<file path="src/rtl/demux2_stream.sv">
// rtl/demux2_stream.sv - 1-to-2 stream demultiplexer with packet lock and per-branch 2-entry FIFOs
//
// Purpose:
//   Steers each input beat to branch 0 or 1. The branch is chosen by in_sel on
//   the first beat of a packet and held until the beat carrying in_last, so a
//   packet never straddles branches. Each branch buffers beats in a 2-entry
//   FIFO whose head entry drives the branch outputs directly from flops.
//
// Ports:
//   clk, rst_n                 clock, asynchronous active-low reset
//   in_valid/in_ready          input handshake
//   in_data/in_last/in_sel     input payload, end-of-packet flag, branch select
//   out0_valid/out0_ready      branch-0 handshake
//   out0_data/out0_last        branch-0 payload and end-of-packet flag
//   out1_*                     same as out0_*, for branch 1
//   beats0/beats1              delivered-beat counters, wrap modulo 2^CNT_W

module demux2_stream #(
  parameter int DW    = 8,
  parameter int CNT_W = 16
) (
  input  logic             clk,
  input  logic             rst_n,
  input  logic             in_valid,
  output logic             in_ready,
  input  logic [DW-1:0]    in_data,
  input  logic             in_last,
  input  logic             in_sel,
  output logic             out0_valid,
  input  logic             out0_ready,
  output logic [DW-1:0]    out0_data,
  output logic             out0_last,
  output logic             out1_valid,
  input  logic             out1_ready,
  output logic [DW-1:0]    out1_data,
  output logic             out1_last,
  output logic [CNT_W-1:0] beats0,
  output logic [CNT_W-1:0] beats1
);

  typedef enum logic [1:0] {
    IDLE  = 2'd0,
    LOCK0 = 2'd1,
    LOCK1 = 2'd2
  } state_t;

  state_t state, state_nx;
  logic   route;
  logic   accept;

  // Per-branch FIFO: head is the entry presented on the outputs, tail is the
  // second entry. Each word is {last, data}.
  logic [DW:0]    head  [2];
  logic [DW:0]    tail  [2];
  logic [1:0]     count [2];
  logic [CNT_W-1:0] beats [2];

  logic [1:0] push;
  logic [1:0] pop;
  logic [1:0] out_rdy;
  logic [1:0] full;
  logic [DW:0] beat_in;

  assign beat_in = {in_last, in_data};
  assign out_rdy = {out1_ready, out0_ready};

  assign full[0] = (count[0] == 2'd2);
  assign full[1] = (count[1] == 2'd2);

  // Readiness looks only at occupancy, never at the consumer ready, so a full
  // FIFO blocks input even on a cycle where it is being popped. Gating with
  // rst_n keeps in_ready low for the whole reset interval.
  assign in_ready = rst_n && !full[route];
  assign accept   = in_valid && in_ready;

  assign push[0] = accept && !route;
  assign push[1] = accept &&  route;
  assign pop[0]  = (count[0] != 2'd0) && out_rdy[0];
  assign pop[1]  = (count[1] != 2'd0) && out_rdy[1];

  // Routing FSM: state register
  always_ff @(posedge clk or negedge rst_n) begin
    if (!rst_n) begin
      state <= IDLE;
    end else begin
      state <= state_nx;
    end
  end

  // Routing FSM: next state
  always_comb begin
    state_nx = state;
    if (accept) begin
      case (state)
        IDLE:         if (!in_last) state_nx = in_sel ? LOCK1 : LOCK0;
        LOCK0, LOCK1: if (in_last)  state_nx = IDLE;
        default:      state_nx = IDLE;
      endcase
    end
  end

  // Routing FSM: outputs
  always_comb begin
    route = 1'b0;
    case (state)
      IDLE:    route = in_sel;
      LOCK0:   route = 1'b0;
      LOCK1:   route = 1'b1;
      default: route = 1'b0;
    endcase
  end

  // FIFOs and delivered-beat counters
  always_ff @(posedge clk or negedge rst_n) begin
    if (!rst_n) begin
      for (int b = 0; b < 2; b++) begin
        head[b]  <= '0;
        tail[b]  <= '0;
        count[b] <= 2'd0;
        beats[b] <= '0;
      end
    end else begin
      for (int b = 0; b < 2; b++) begin
        case ({push[b], pop[b]})
          2'b10: begin
            if (count[b] == 2'd0) head[b] <= beat_in;
            else                  tail[b] <= beat_in;
            count[b] <= count[b] + 2'd1;
          end
          2'b01: begin
            head[b]  <= tail[b];
            count[b] <= count[b] - 2'd1;
          end
          2'b11: begin
            // Occupancy unchanged. With one entry the new beat replaces the
            // departing head; with two it queues behind the promoted tail.
            if (count[b] == 2'd1) begin
              head[b] <= beat_in;
            end else begin
              head[b] <= tail[b];
              tail[b] <= beat_in;
            end
          end
          default: ;
        endcase
        if (pop[b]) beats[b] <= beats[b] + 1'b1;
      end
    end
  end

  assign out0_valid = (count[0] != 2'd0);
  assign out0_data  = head[0][DW-1:0];
  assign out0_last  = head[0][DW];
  assign out1_valid = (count[1] != 2'd0);
  assign out1_data  = head[1][DW-1:0];
  assign out1_last  = head[1][DW];
  assign beats0     = beats[0];
  assign beats1     = beats[1];

endmodule

</file>
<file path="config.mk">
export PLATFORM = sky130hd
export DESIGN_NAME = demux2_stream
export DESIGN_NICKNAME = d
export VERILOG_FILES = /design/src/rtl/demux2_stream.sv
export SDC_FILE = /design/constraint.sdc
export NUM_CORES = 1
export LEC_CHECK = 0
export ABC_AREA = 1
export BUFFER_PORTS_ARGS = -buffer_cell sky130_fd_sc_hd__buf_2
export CORE_ASPECT_RATIO = 0.7
export CORE_MARGIN = 3
export CORE_UTILIZATION = 40
export CTS_BUF_LIST = sky130_fd_sc_hd__clkbuf_2
export DETAILED_ROUTE_END_ITERATION = 6
export PLACE_DENSITY_LB_ADDON = 0.08
export SKIP_LAST_GASP = 1
export SLEW_MARGIN = 40
export SYNTH_ARGS = -nofsm -noshare
export SYNTH_HDL_FRONTEND = slang
export SYNTH_SLANG_ARGS = --single-unit
export TNS_END_PERCENT = 30
</file>
<file path="constraint.sdc">
create_clock -name clk -period 5.2 [get_ports clk]
set_input_delay 1.04 -clock clk [delete_from_list [all_inputs] [get_ports clk]]
set_output_delay 1.04 -clock clk [all_outputs]
set_load 0.1 [all_outputs]
</file>
## After elaboration in Yosys (flattened, before gate mapping)

Cells that the tools add are included.

- Memories kept: 0
- Latch bits: 0
- Memory bits (read-only): 0
- Register bits: 74
- RAM bits: 0
- Input bits: 15

- Shift-type cells: 0
- $add $sub $neg: 6
- $mul: 0
- Equality and inequality tests: 20
- Muxes and demuxes: 21
- Magnitude comparators: 1
- Reductions and logical operators: 25
- Bitwise gates (word level): 0
- Div/mod/pow operators: 0

Operators by type and width:

| operator | number |
|---|---|
| $mux W9 | 8 |
| $pmux W9 S3 | 2 |
| $pmux W9 S2 | 2 |
| $add A16 B1 Y16 const B | 2 |
| $ne A2 B2 Y1 const B | 8 |
| $eq A2 B2 Y1 const B | 7 |
| $pmux W2 S2 | 3 |
| $reduce_bool A2 Y1 | 6 |
| $eq A2 B1 Y1 const B | 5 |
| $reduce_and A3 Y1 | 3 |
| $logic_and A1 B1 Y1 | 6 |
| $logic_not A2 Y1 | 3 |
| $mux W2 | 3 |
| $reduce_bool A3 Y1 | 2 |
| $add A2 B1 Y2 const B | 2 |
| $reduce_and A2 Y1 | 2 |
| $sub A2 B1 Y2 const B | 2 |
| $logic_not A1 Y1 | 2 |
| $lt A1 B2 Y1 const B | 1 |
| $mux W1 | 2 |
| $pmux W1 S2 | 1 |
| $reduce_or A2 Y1 | 1 |

## Longest topological paths before layout

- Depth in word-level cells: 11
- Depth in mapped cells: 16
- Gate-level depth less buffers: 16

## Least setup slack after synthesis

Ideal clock, no wire load.

- Path type: input-to-output
- From: in in_sel
- To: out in_ready
- Path slack: 2.005 ns
- Data required time: 4.160 ns
- Stages on the path: 5
- Path buffers: 0
- Arrival: 2.155 ns
- Cell sequence: nand2_2 -> nand2_4 -> nand2_1 -> nand2_1 -> nor2_2

- Cells in the longest elaborated chain, start to end: 5

RTL lines:

| item | line | RTL |
|---|---|---|
| from (decl) | 28 | `input logic in_sel,` |
| $pmux W1 S2 | 105 | `case (state)` |
| $mux W1 (not written as such) (2 in a row) | 73 | `assign in_ready = rst_n && !full[route];` |
| $logic_not A1 Y1 | 73 |  |
| $logic_and A1 B1 Y1 | 73 |  |
| to (decl) | 25 | `output logic in_ready,` |

Every way passes these cells. The select of a mux whose other input is x is not followed.

## Worst setup path in the final report

- From: reg state[1]
- To: out in_ready

- Cells in the longest elaborated chain, start to end: 6
- Elaborated cells between the ends (all ways): 7

RTL lines:

| item | line | RTL |
|---|---|---|
| from (decl) | 47 | `state_t state, state_nx;` |
| from (signal assigned) | 86 | `state <= state_nx;` |
| $eq A2 B2 Y1 or $logic_not A2 Y1 (tied branches) | 105 |  |
| $pmux W1 S2 * | 105 |  |
| $mux W1 (not written as such) * (2 in a row) | 73 |  |
| $logic_not A1 Y1 * | 73 |  |
| $logic_and A1 B1 Y1 * | 73 |  |

Mark *: on every way between the ends. The rest lies on a longest branch, timed or not. The select of a mux whose other input is x is not followed.

==> reports/metrics.yaml <==
ys_ff_latch: 74
regArea_um2: 1850
ys.flop_type: "dfrtp_1"
grt_pass1_vias: 2835
num_vias: 3027
finalCritPeriodShare_pct: 61.3
syn_to_final_growth_pct: 14.1
final_util_pct: 47.7
ys_seq_area_share_pct: 48.1
portBuffers: 67
diodes: 0
numClockSinks: 74
postCtsSetupBuffers: 0
final_cells: 635
grt_max_degree: 75
drv_slew: 0
synth_fp_nets: 462
antenna_found_initial: 0
arrival_ps: 2150
synth_edf_count: 0
crit_path_start_kind: "flop"
synthCells: 433
r2r_slack_ps: 2700
worstHoldPathCells: 1
critPathCaptureType: "output pin"
grt.total_usage_pct: 16.8
die_y_um: 88.1
overflow: 0
worstPathMaxFanout: 4
finalWirelength_um: 8340
cts-root-buf: "clkbuf_2"
grt_pass1_wl_um: 14000
reg2reg_depth: 16
fin_nets: 535
fillCellCount: 931
cts.clk_slew.worst_paths_ps: 170
dr.pass1.iters: 4
cts_hold_buf: 0
drtAntennaViolNets: 0
synthArstFlopShare_pct: 100
dp_hpwl_um: 6170
syn_area_per_cell_um2: 8.90
rr_endpoint: "out0_data[6]"
ctsResizeCount: 0
hp-class: "flop to flop"
fin_skew_ps: 24.0
viasPerCell: 4.77
gp_congestion: 0.776
hold_violations: 0
numCtsBuffers: 9
criticalPathCategory: "flop to output pin"
post-route-drc-count: 0
relSlewSlack_pct: 54.6
htreeDepth: 3
final_common_cell: "nand2_1"
multiInputGateArea_um2: 1740
hold_end: "beats0[12]"
finalSetupViolCount: 0
dp_cells: 619
core_um2: 9220
required_ps: 4160
fin_setup_tns_ps: 0
hold_path_startpoint: "beats0[12]"
rows: 29
clockBufferDepth: 2
synth_area_um2: 3850
period_minus_slack_ps: 3190
max_cap_viol_count: 0
drive_above_1_share_pct: 22.1
r2r_start: "state[1]"
grt_setup_unrepaired: "no"
max_freq_ghz: 0.314
top_level_ports: 68
clock_latency_ps: 520
start_util_pct: 41.8
wire_per_inst_um: 13.1
layout_common_cells: "nand2_1, dfrtp_1, buf_2, inv_1, o21ai_0"
ys_types: 34
dieWidth_um: 123
drtIter0Drc: 146
die_area_um2: 10900
cts_tree: "yes"
ys_warn_count: 0
status: "finished clean"
worst_pin_slew_ps: 681
==> synth_stat cells (2+ instances only) <==
master   number  area, um^2
nand4_4       4        85.1
xnor2_1      13         114
inv_1        55         206
nor3b_1       2        15.0
dfrtp_1      74        1850
inv_2         3        11.3
o21ai_1       5        25.0
nor2_4        6        67.6
nand2_1     102         383
nor2_2        2        12.5
nor2_1       19        71.3
o21ai_0      40         200
nand4_1       6        37.5
xor2_1       13         114
nand3_1      34         170
buf_2         3        15.0
nand3_2       2        20.0
nand2_4       4        45.0
a21oi_1      10        50.1
nand2_2       2        12.5
ha_1         14         175
buf_6         2        22.5
nor3_1        7        35.0
==> cell type report <==
type,instances,area share (%)
Sequential cell,74,42.1
Multi-Input combinational cell,295,39.6
Timing Repair Buffer,68,7.94
Inverter,58,4.95
Tap cell,124,3.53
Clock buffer,12,1.37
Clock inverter,4,0.427
==> cell families after synthesis <==
kind of cell | share of synthesized area [%]
AOI/OAI and AO/OA | 8.83
adders and majority gates | 4.55
and+or+nand+nor | 25.9
DFF | 48.1
buffers and inverters | 6.72
xor gates and xnor gates | 5.91
==> registers in the layout (all words and copies together), names as in the netlist <==
register   flops
beats0        16
beats1        16
count          4
out0_data      8
out0_last      1
out1_data      8
out1_last      1
state          2
tail          18
==> worst max-delay path: stages (launching register included) <==
cell     delay, ps
dfrtp_1        410
inv_1           60
ha_1           210
nand2_2        100
nand2_4         70
nand2_1         60
nand2_1         70
nor2_2         200
buf_2          470
==> routing by layer <==
metal	routed length [um]	global-route usage [%]	up-vias	part of all wire [%]
met5	0	0	-	0
met4	99	4.92	0	1.2
met3	426	5.10	9	5.1
met2	3430	23.8	62	41
met1	4380	24.7	1416	53
li1	-	-	1540	-
==> worst max-delay path by stage <==
stage | slack [ps] | cells past startpoint | from | endpoint
floorplan | 2000 | 5 | in_sel | in_ready
global placement | 2050 | 7 | in_sel | in_ready
detailed placement | 2010 | 7 | in_sel | in_ready
CTS | 1920 | 8 | state[0] | in_ready
global route | 1790 | 8 | state[0] | in_ready
finish | 2010 | 8 | state[1] | in_ready
==> stage by stage <==
step / worst slack (ps) / cell area (um^2) / hold slack, ps
2_1_floorplan: 2000 / 3850 / 450
3_3_place_gp: 2050 / 4310 / 466
3_5_place_dp: 2010 / 4320 / 474
4_1_cts: 1920 / 4390 / 514
5_1_grt: 1790 / 4390 / 545
6_report: 2010 / 4390 / 510
Power is left out: the tool's default activity adds up to more than one toggle a clock period on the data nets, which glitch-free logic cannot reach.
